$ cat config.mk
export PLATFORM = sky130hd
export DESIGN_NAME = retire_trace_unit
export DESIGN_NICKNAME = d
export VERILOG_FILES = /design/src/rtl/riscv_trace_pkg.sv /design/src/rtl/trace_fifo.sv /design/src/rtl/retire_trace_unit.sv
export SDC_FILE = /design/constraint.sdc
export NUM_CORES = 1
export LEC_CHECK = 0
export CORE_ASPECT_RATIO = 1.75
export CORE_UTILIZATION = 63
export DETAILED_ROUTE_END_ITERATION = 10
export GPL_ROUTABILITY_DRIVEN = 0
export PLACE_DENSITY = 0.89
export SYNTH_ARGS = -nofsm -noshare
export SYNTH_HDL_FRONTEND = slang
export SYNTH_HIERARCHICAL = 1
export SYNTH_SLANG_ARGS = --single-unit
$ cat constraint.sdc
create_clock -name clk -period 30.3 [get_ports clk]
set_input_delay 3.03 -clock clk [delete_from_list [all_inputs] [get_ports clk]]
set_output_delay 3.03 -clock clk [all_outputs]
set_load 0.005 [all_outputs]
$ cat src/rtl/riscv_trace_pkg.sv
// Shared types for the retire trace path: the trace record layout,
// the drain state machine encoding and the x0 register index.
package riscv_trace_pkg;

  localparam logic [4:0] X0 = 5'd0;

  typedef struct packed {
    logic [15:0] seq;
    logic [31:0] pc;
    logic [31:0] instr;
    logic [4:0]  rd;
    logic        we;
    logic [31:0] data;
  } retire_rec_t;

  typedef enum logic [1:0] {
    RUN   = 2'd0,
    DRAIN = 2'd1,
    DONE  = 2'd2
  } trace_state_t;

endpackage

$ cat src/rtl/trace_fifo.sv
// Synchronous first-word-fall-through FIFO with full/empty/count.
// A push while full is accepted only when a pop happens in the same cycle.
// An empty FIFO presents all-zero data.
module trace_fifo #(
  parameter int unsigned WIDTH = 118,
  parameter int unsigned DEPTH = 8
) (
  input  logic                       clk,
  input  logic                       rst,
  input  logic                       push,
  input  logic [WIDTH-1:0]           din,
  input  logic                       pop,
  output logic [WIDTH-1:0]           dout,
  output logic                       full,
  output logic                       empty,
  output logic [$clog2(DEPTH):0]     count
);

  localparam int unsigned AW = $clog2(DEPTH);

  logic [WIDTH-1:0] mem [DEPTH];
  logic [AW-1:0]    rd_ptr;
  logic [AW-1:0]    wr_ptr;
  logic             push_ok;
  logic             pop_ok;

  assign full    = (count == (AW+1)'(DEPTH));
  assign empty   = (count == '0);
  assign pop_ok  = pop && !empty;
  assign push_ok = push && (!full || pop_ok);
  assign dout    = empty ? '0 : mem[rd_ptr];

  // Pointer and occupancy update; pointers wrap naturally at DEPTH.
  always_ff @(posedge clk) begin
    if (rst) begin
      rd_ptr <= '0;
      wr_ptr <= '0;
      count  <= '0;
    end else begin
      if (push_ok) wr_ptr <= wr_ptr + 1'b1;
      if (pop_ok)  rd_ptr <= rd_ptr + 1'b1;
      case ({push_ok, pop_ok})
        2'b10:   count <= count + 1'b1;
        2'b01:   count <= count - 1'b1;
        default: count <= count;
      endcase
    end
  end

  // Storage write; contents need no reset because empty masks the output.
  always_ff @(posedge clk) begin
    if (push_ok) mem[wr_ptr] <= din;
  end

endmodule

$ cat src/rtl/retire_trace_unit.sv
// Writeback-stage retire tracer: captures each retired instruction as a
// sequenced record, buffers it in a FWFT FIFO and streams it out over
// valid/ready. On CPU halt the buffer drains and trace_done asserts.
// Optional macro TRACE_BACKPRESSURE_EN enables the cpu_stall_o request.
module retire_trace_unit
  import riscv_trace_pkg::*;
#(
  parameter int unsigned DEPTH  = 8,
  parameter int unsigned SEQ_W  = 16,
  parameter int unsigned DROP_W = 16
) (
  input  logic                 clk,
  input  logic                 rst,
  input  logic                 wb_valid,
  input  logic [31:0]          wb_pc,
  input  logic [31:0]          wb_instr,
  input  logic [4:0]           wb_rd,
  input  logic                 wb_we,
  input  logic [31:0]          wb_data,
  input  logic                 halt_i,
  output logic                 trace_valid,
  input  logic                 trace_ready,
  output logic [SEQ_W+101:0]   trace_rec,
  output logic                 overflow,
  output logic [DROP_W-1:0]    drop_cnt,
  output logic                 trace_done,
  output logic                 cpu_stall_o
);

  localparam int unsigned AW = $clog2(DEPTH);

  trace_state_t       state_q;
  trace_state_t       state_d;
  logic [SEQ_W-1:0]   seq_q;
  retire_rec_t        rec_in;
  logic               capture;
  logic               pop;
  logic               push_ok;
  logic               drop;
  logic               fifo_full;
  logic               fifo_empty;
  logic [AW:0]        fifo_count;
  logic               rec_we;

  assign capture = wb_valid && (state_q == RUN);
  assign pop     = trace_valid && trace_ready;
  assign push_ok = capture && (!fifo_full || pop);
  assign drop    = capture && fifo_full && !pop;

  // x0 is never written, so its write enable and data are squashed.
  assign rec_we        = wb_we && (wb_rd != X0);
  assign rec_in.seq    = seq_q;
  assign rec_in.pc     = wb_pc;
  assign rec_in.instr  = wb_instr;
  assign rec_in.rd     = wb_rd;
  assign rec_in.we     = rec_we;
  assign rec_in.data   = rec_we ? wb_data : '0;

  trace_fifo #(
    .WIDTH ($bits(retire_rec_t)),
    .DEPTH (DEPTH)
  ) u_fifo (
    .clk   (clk),
    .rst   (rst),
    .push  (capture),
    .din   (rec_in),
    .pop   (pop),
    .dout  (trace_rec),
    .full  (fifo_full),
    .empty (fifo_empty),
    .count (fifo_count)
  );

  assign trace_valid = !fifo_empty;

  // State register for the run/drain/done sequence.
  always_ff @(posedge clk) begin
    if (rst) state_q <= RUN;
    else     state_q <= state_d;
  end

  // Next state and done flag; DRAIN completes on an empty FIFO at the edge.
  always_comb begin
    state_d    = state_q;
    trace_done = 1'b0;
    case (state_q)
      RUN:     if (halt_i) state_d = DRAIN;
      DRAIN:   if (fifo_count == '0) state_d = DONE;
      DONE:    trace_done = 1'b1;
      default: state_d = RUN;
    endcase
  end

  // Sequence counter advances on every capture, dropped or not.
  always_ff @(posedge clk) begin
    if (rst)          seq_q <= '0;
    else if (capture) seq_q <= seq_q + 1'b1;
  end

  // Sticky overflow flag and saturating drop counter.
  always_ff @(posedge clk) begin
    if (rst) begin
      overflow <= 1'b0;
      drop_cnt <= '0;
    end else if (drop) begin
      overflow <= 1'b1;
      if (drop_cnt != '1) drop_cnt <= drop_cnt + 1'b1;
    end
  end

`ifdef TRACE_BACKPRESSURE_EN
  logic stall_q;

  // Stall request whenever the FIFO will hold at least DEPTH-1 entries.
  always_ff @(posedge clk) begin
    if (rst) stall_q <= 1'b0;
    else     stall_q <= (fifo_count >= (AW+1)'(DEPTH - 1)) ||
                        ((fifo_count == (AW+1)'(DEPTH - 2)) && push_ok && !pop);
  end

  assign cpu_stall_o = stall_q;
`else
  assign cpu_stall_o = 1'b0;
`endif

endmodule

## Yosys cells after proc, flatten, opt, wreduce, memory -nomap -nowiden

Memory sizes are Yosys's and may differ from the RTL's. A register that Yosys moved wholly into a read port is not among the register bits.
Cells that the tools add are included.

- Bits in registers: 45
- Bits in latches: 0
- RAM bits: 944
- Memory bits (read-only): 0
- Bits of input ports: 107
- Output and inout port bits: 138
- Logic and storage cells: 51
- Memories kept: 1

Memories:

| memory | depth | width | read ports | clocked after memory_dff | wr ports | line | RTL |
|---|---|---|---|---|---|---|---|
| u_fifo.mem | 8 | 118 | 1 | 1 | 1 | trace_fifo.sv:21 | `logic [WIDTH-1:0] mem [DEPTH];` |

- Add/sub/neg operators: 6
- Multiply operators: 0
- Div/mod/pow operators: 0
- Order comparisons: 0
- Equal/unequal tests: 8
- Shifts and indexed selects: 0
- Mux-type cells: 11
- Bitwise logic cells: 1
- Reduce and logical (&&, ||, !) cells: 17

Operators with widths:

| cell | count |
|---|---|
| two-way mux 118 bit | 1 |
| adder 16 x 1 -> 16 bit (second input constant) | 2 |
| two-way mux 32 bit | 1 |
| inequality test 16 bit (second input constant) | 1 |
| one-hot mux 4 bit (2 select lines) | 1 |
| logical AND 1 bit | 7 |
| adder 3 x 1 -> 3 bit (second input constant) | 2 |
| two-way mux 3 bit | 2 |
| one-hot mux 2 bit (3 select lines) | 1 |
| nonzero test 5 bit | 1 |
| adder 4 x 1 -> 4 bit (second input constant) | 1 |
| equality test 2 x 1 -> 1 bit (second input constant) | 2 |
| equality test 2 bit (second input constant) | 2 |
| equality test 4 bit (second input constant) | 1 |
| logical NOT 4 bit | 1 |
| two-way mux 2 bit | 2 |
| subtractor 4 x 1 -> 4 bit (second input constant) | 1 |
| logical NOT 1 bit | 3 |
| two-way mux 1 bit | 3 |
| AND reduction 3 bit | 1 |
| logical NOT 2 bit | 1 |
| inequality test 2 x 1 -> 1 bit (second input constant) | 1 |
| inequality test 2 bit (second input constant) | 1 |
| AND reduction 2 bit | 1 |
| 3 further kinds | 3 |

## Logic depth before layout (Yosys ltp)

Gate-level depths: netlist of run 1.

- Word-level depth: 8
- Depth in mapped cells: 16
- Mapped depth without buffers: 12

## By module

The synthesis of run 1 kept the hierarchy.

Modules (own cells, without submodules):

| module | instances | cells an instance | area each (um2) | seq. area each (um2) |
|---|---|---|---|---|
| trace_fifo | 1 | 1579 | 36437.4 | 28607.4 |
| retire_trace_unit | 1 | 228 | 1885.6 | 700.7 |

## Least setup slack after synthesis of run 1

Ideal clock, no wire load.

- Kind: input-to-reg
- From: input port wb_valid
- To: memory u_fifo.mem[0][0], enable pin
- Library setup time: 0.884 ns
- Arrival: 14.932 ns
- Required time: 29.416 ns
- Slack: 14.484 ns
- Stages on the path: 4
- Buffers on the path: 1
- Path through: nor3b_4 -> clkbuf_1 -> o21ai_2 -> nor4_1

- Longest elaborated chain between the ends: 4

RTL lines:

| element | line | RTL |
|---|---|---|
| start, declared | retire_trace_unit.sv:14 | `input logic wb_valid,` |
| logical AND 1 bit | retire_trace_unit.sv:45 | `assign capture = wb_valid && (state_q == RUN);` |
| logical AND 1 bit | trace_fifo.sv:30 | `assign push_ok = push && (!full \|\| pop_ok);` |
| two-way mux 1 bit | trace_fifo.sv:52 | `if (push_ok) mem[wr_ptr] <= din;` |
| two-way mux 1 bit (implied by the code) | trace_fifo.sv:52 |  |
| end, declared | trace_fifo.sv:21 |  |

Every way passes these cells.

==> impl_metrics.ini, run 1 <==
[worst_setup_path]
cp-start-kind = register
crit_type = reg -> out
critPathRequiredTime_ps = 27270
arrival_ps = 4800
cp-end-kind = primary output
critPathMaxFanout = 119

[detailed_routing]
via_per_inst = 6.505
num_vias = 19030
drt-total-wl_um = 86960
drt-pass1-iter-count = 5
dr.first_iter.drc_count = 1901
drc = 0
ant_nets = 0
routedWlPerCell_um = 29.73

[clocking]
cts_max_level = 3
root_buffer = clkbuf_16
max-clock-path-buffers = 3
cts.clk_slew.worst_paths_ps = 70
clk_latency_ps = 660
cts.sinks = 992
hold_buffers = 0
cts_tree = built
numCtsBuffers = 83
cts_resized = 0
post-cts-setup-buffers = 0

[logic_synthesis]
syn_area_per_cell_um2 = 21.21
synthXorXnorAreaFrac_pct = 0.7085
synth_warnings = 6
async_flop_share_pct = 0
synth_fa_ha_area_share_pct = 0.2481
yosysSeqAreaShare_pct = 76.48
syn_area_um2 = 38320
synth_cells = 1807
yosys.area_share.simple_pct = 3.689
synth_edf_count = 944
ys_seq_elements = 992
yosysTopAreaCellShare_pct = 73.97
synth_nets = 1921
synth.area.top_cells = edfxtp_1, mux4_2, mux2i_1
synth.largest_area_cell = edfxtp_1
synth_compound_area_share_pct = 0.4669
yosysMostFrequentCell = edfxtp_1
synth_top_family_by_area = multiplexers
synth_flop_cell = edfxtp_1
synth.area.mux_share_pct = 17.06
post_synth_most_frequent_cells = edfxtp_1, mux4_2, nor2_1
synth_cell_types = 55

[layout]
multi_input_area_um2 = 8551
fillers = 3214
fin_nets = 2179
drive_gt1_share_pct = 19.14
final_util_pct = 73.71
seq_area_um2 = 29320
synthToLayoutAreaGrowth_pct = 15.70

[floorplan]
num_rows = 119
pin_count = 245
die_area_um2 = 61860
start_util_pct = 63.71
fp.dieW_um = 188.4
die_h_um = 328.3
core_area_um2 = 60150

[grt]
first_global_vias = 19840
grt_start_max_net_pins = 167
grt_use_total_pct = 28.81
overflow = 0
grt_pass1_wl_um = 128700
antenna_found_initial = 7

[timing]
setup_slack_ps = 22470
slew_headroom_pct = 21.95
min_period_over_period_pct = 25.85
min_period_ps = 7832
worstMarginPinSlew_ps = 1171
fin_setup_tns_ps = 0
clock_skew_ps = 29.23
rsz0062_at_grt = no
setup_viol = 0
max_freq_ghz = 0.1277
drv_slew = 0
finalHoldViolations = 0

[status]
status = completed

[pwr]
leakage_nw = 13.61
totalPowerFinal_mw = 3.415
ir_drop_v = 0.00005682
power_density_nw_per_um2 = 77.03

[min_path]
min_path_type = reg -> reg

[place]
pre_cts_slack_ps = 22830
post-dp-hpwl_um = 43770
numPortBuffers = 243

[flow_run]
drv_cap = 0
logic make-up after synthesis:
kind of cell / after synthesis
compound gates: 27
xor+xnor: 31
fa+ha+maj: 7
buf+inv: 100
flops: 992
mux: 358
other cells: 1
simple gates: 291
power by group:
part / internal [mW] / switching [mW]
Combinational: 0.339 / 0.344
Sequential: 1.60 / 0.0446
Clock: 0.612 / 0.478
Total: 2.55 / 0.867
layout make-up:
type,count,area share [%]
clock buffer,103,5.113
timing repair buffer,266,5.988
antenna,7,0.03950
sequential,992,66.12
multi-input combinational,715,19.28
tap,786,2.218
clock inverter,49,1.171
inverter,7,0.06490
critical path, stage by stage, from the launching register on:
cell	delay [ps]
dfxtp_4	880
buf_12	760
buf_4	860
mux4_2	630
mux2i_1	270
nor2_1	90
clkdlybuf4s50_1	490
state kept, by name, summed over array words and instances (netlist names), named ones only:
| signal | cells |
|---|---|
| u_fifo/wr_ptr | 3 |
| u_fifo/rd_ptr | 3 |
| u_fifo/mem | 944 |
| overflow | 1 |
| state_q | 2 |
| seq_q | 16 |
| drop_cnt | 16 |
| u_fifo/count | 4 |
metal layers:
metal  vias up  part of all wire, %  GRT usage [%]
met3       146                  7.7          4.161
met2      1111                   55          51.60
met4         0                  2.8          9.818
met1      9876                   35          36.07
met5         -                    0              0
li1       7893                    -              -
cells in the final DEF, fill, tap and decap left out, types with 17 or more instances in the layout:
cell	n
clkdlybuf4s50_1	243
xor2_1	18
mux4_2	236
nand2_1	17
buf_4	19
nor2_1	160
edfxtp_1	944
mux2i_1	121
and2_1	36
clkbuf_16	87
dfxtp_1	45
worst paths after layout:
check	startpoint	endpoint	slack [ps]	depth (start not counted)
setup / recovery	register	trace_rec[97]	22470	6
hold / removal	overflow$_SDFFE_PP0P_	overflow$_SDFFE_PP0P_	510	2
setup reg to reg	u_fifo/count[0]$_SDFFE_PP0P_	u_fifo/mem[7][6]$_DFFE_PP_	25470	9
hold reg to reg	overflow$_SDFFE_PP0P_	overflow$_SDFFE_PP0P_	510	2
per-stage QoR:
| stage | hold slack [ps] | instance area, µm² | instances |
|---|---|---|---|
| floorplan | 454.1 | 38320 | 1807 |
| global placement | 455.4 | 41540 | 2766 |
| detailed placement | 498.1 | 41540 | 2766 |
| CTS | 511.6 | 44320 | 2918 |
| global route | 528.3 | 44340 | 2924 |
| finish | 507.0 | 44340 | 2925 |
Note: power is estimated with default switching activity, not from simulation.
==> run 2: changes to the inputs <==
- CORE_UTILIZATION: 63 -> 59
- PLACE_DENSITY: 0.89 -> 0.84
- clock period: 30.3 -> 7.7 ns (I/O delays scaled with it)
==> run 2 against run 1 <==
Net effect:
- global-route usage shrank 3.8 points
- critical path type unchanged
- critical path depth down 1
- power increased to 3.9 times the previous value
- combinational power grew to 3.9 times the previous value
- largest cell class unchanged
- final cell count up 1.2%
- critical endpoint is now trace_rec[106]
- non-clock buffer count grew 5
- core utilization shrank 4.7 points
- sequential share of layout area is 0.11 points higher
- sequential power increased to 3.9 times the previous value
==> impl_metrics.ini, run 2 (synthesis gave the netlist of run 1 again) <==
[clocking]
numCtsBuffers = 83
cts_tree = built
cts.clk_slew.worst_paths_ps = 60
cts_max_level = 3
cts_resized = 0
hold_buffers = 0
post-cts-setup-buffers = 0
cts.sinks = 992
root_buffer = clkbuf_16
clk_latency_ps = 630
max-clock-path-buffers = 3

[layout]
fin_area_um2 = 44270
max_flop_register = u_fifo/mem
reg_top3 = u_fifo/mem: 944 flops, drop_cnt: 16 flops, seq_q: 16 flops
drive_gt1_share_pct = 18.96
synthToLayoutAreaGrowth_pct = 15.51
fin_nets = 2184
largest_reg_flops = 944
final_cell_mix = edfxtp_1, clkdlybuf4s50_1, mux4_2
final_util_pct = 68.98
final_common_cell = edfxtp_1
finalNonFillerCells = 2961

[worst_setup_path]
crit_chain = buf_4 -> mux4_2 -> mux2i_1 -> nor2_1 -> clkdlybuf4s50_1
cp-end-kind = primary output
arrival_ps = 3940
cp-start-kind = register
crit_type = reg -> out
critPathRequiredTime_ps = 6930
r2r_cells = 8
cpPeakStageDelay_ps = 980
cp_slowest_cell = dfxtp_4
critPathMaxFanout = 48

[floorplan]
core_area_um2 = 64180
die_h_um = 339.2
start_util_pct = 59.72
fp.dieW_um = 194.7
num_rows = 123
pin_count = 245
die_area_um2 = 66020

[timing]
slew_headroom_pct = 23.16
clock_skew_ps = 25.57
min_period_ps = 4710
rsz0062_at_grt = no
setup_viol = 0
max_freq_ghz = 0.2123
worstMarginPinSlew_ps = 1153
min_period_over_period_pct = 61.17
setup_slack_ps = 2990
drv_slew = 0
finalHoldViolations = 0
hold_slack_ps = 491.0

[detailed_routing]
drt-total-wl_um = 80750
via_per_inst = 6.235
ant_nets = 0
num_vias = 18460
dr.first_iter.drc_count = 1578
drc = 0
routedWlPerCell_um = 27.27
drt-pass1-iter-count = 5

[pwr]
power_density_nw_per_um2 = 298.4
ir_drop_v = 0.0002073
leakage_nw = 13.56

[grt]
first_global_vias = 19770
antenna_found_initial = 7
grt_use_total_pct = 24.97
grt_start_max_net_pins = 137
overflow = 0
grt_pass1_wl_um = 120900

[min_path]
min_path_type = reg -> reg
holdPathStages = 2

[place]
post-dp-hpwl_um = 43600
placedCellCount = 2797
numPortBuffers = 243
pre_cts_slack_ps = 3529
dpl_cell_area_um2 = 41610

[status]
status = completed

[flow_run]
drv_cap = 0
## run 2: path summary, 6_finish.rpt
| kind | from | to | slack (ps) |
|---|---|---|---|
| worst max-delay path | register | trace_rec[106] | 2990 |
| worst min-delay path | overflow$_SDFFE_PP0P_ | overflow$_SDFFE_PP0P_ | 490 |
| worst max register to register | u_fifo/count[0]$_SDFFE_PP0P_ | u_fifo/mem[6][37]$_DFFE_PP_ | 3620 |
| worst min register to register | overflow$_SDFFE_PP0P_ | overflow$_SDFFE_PP0P_ | 490 |
## run 2: where the power goes
part	leakage (nW)	internal [mW]	switching, mW
Sequential	9.06	6.28	0.161
Combinational	3.21	1.34	1.34
Clock	1.29	2.24	1.85
Total	13.6	9.86	3.35
## run 2: cell type report
type | instances | area, µm²
fillers | 3843 | 19910
diodes | 8 | 20.02
flip-flops and latches | 992 | 29320
well taps | 812 | 1016
clock inverters | 55 | 451.7
multi-input cells | 715 | 8566
clock buffers | 101 | 2187
inverters | 7 | 28.78
repair buffers | 271 | 2680
## run 2: metal layers
layer  part of all wire [%]  global-route usage (%)  up-vias
li1                       -                       -     7910
met1                     37                   31.25     9604
met2                     53                   43.35      780
met3                    6.7                   3.726      165
met4                    3.9                   11.18        2
met5                  0.011                       0        -
## run 2: metrics by stage
step                power [mW]  setup TNS [ps]
floorplan                8.067        -1120940
global placement         9.156               0
detailed placement       9.246               0
CTS                      13.32               0
global route             13.68               0
finish                   13.21               0
## run 2: worst max-delay path, delay by kind of cell, from the launching register on
family | cells | cell delay, ps
multiplexers | 2 | 930
AND/OR/NAND/NOR | 1 | 80
flip-flops | 1 | 980
buffers and inverters | 2 | 1240
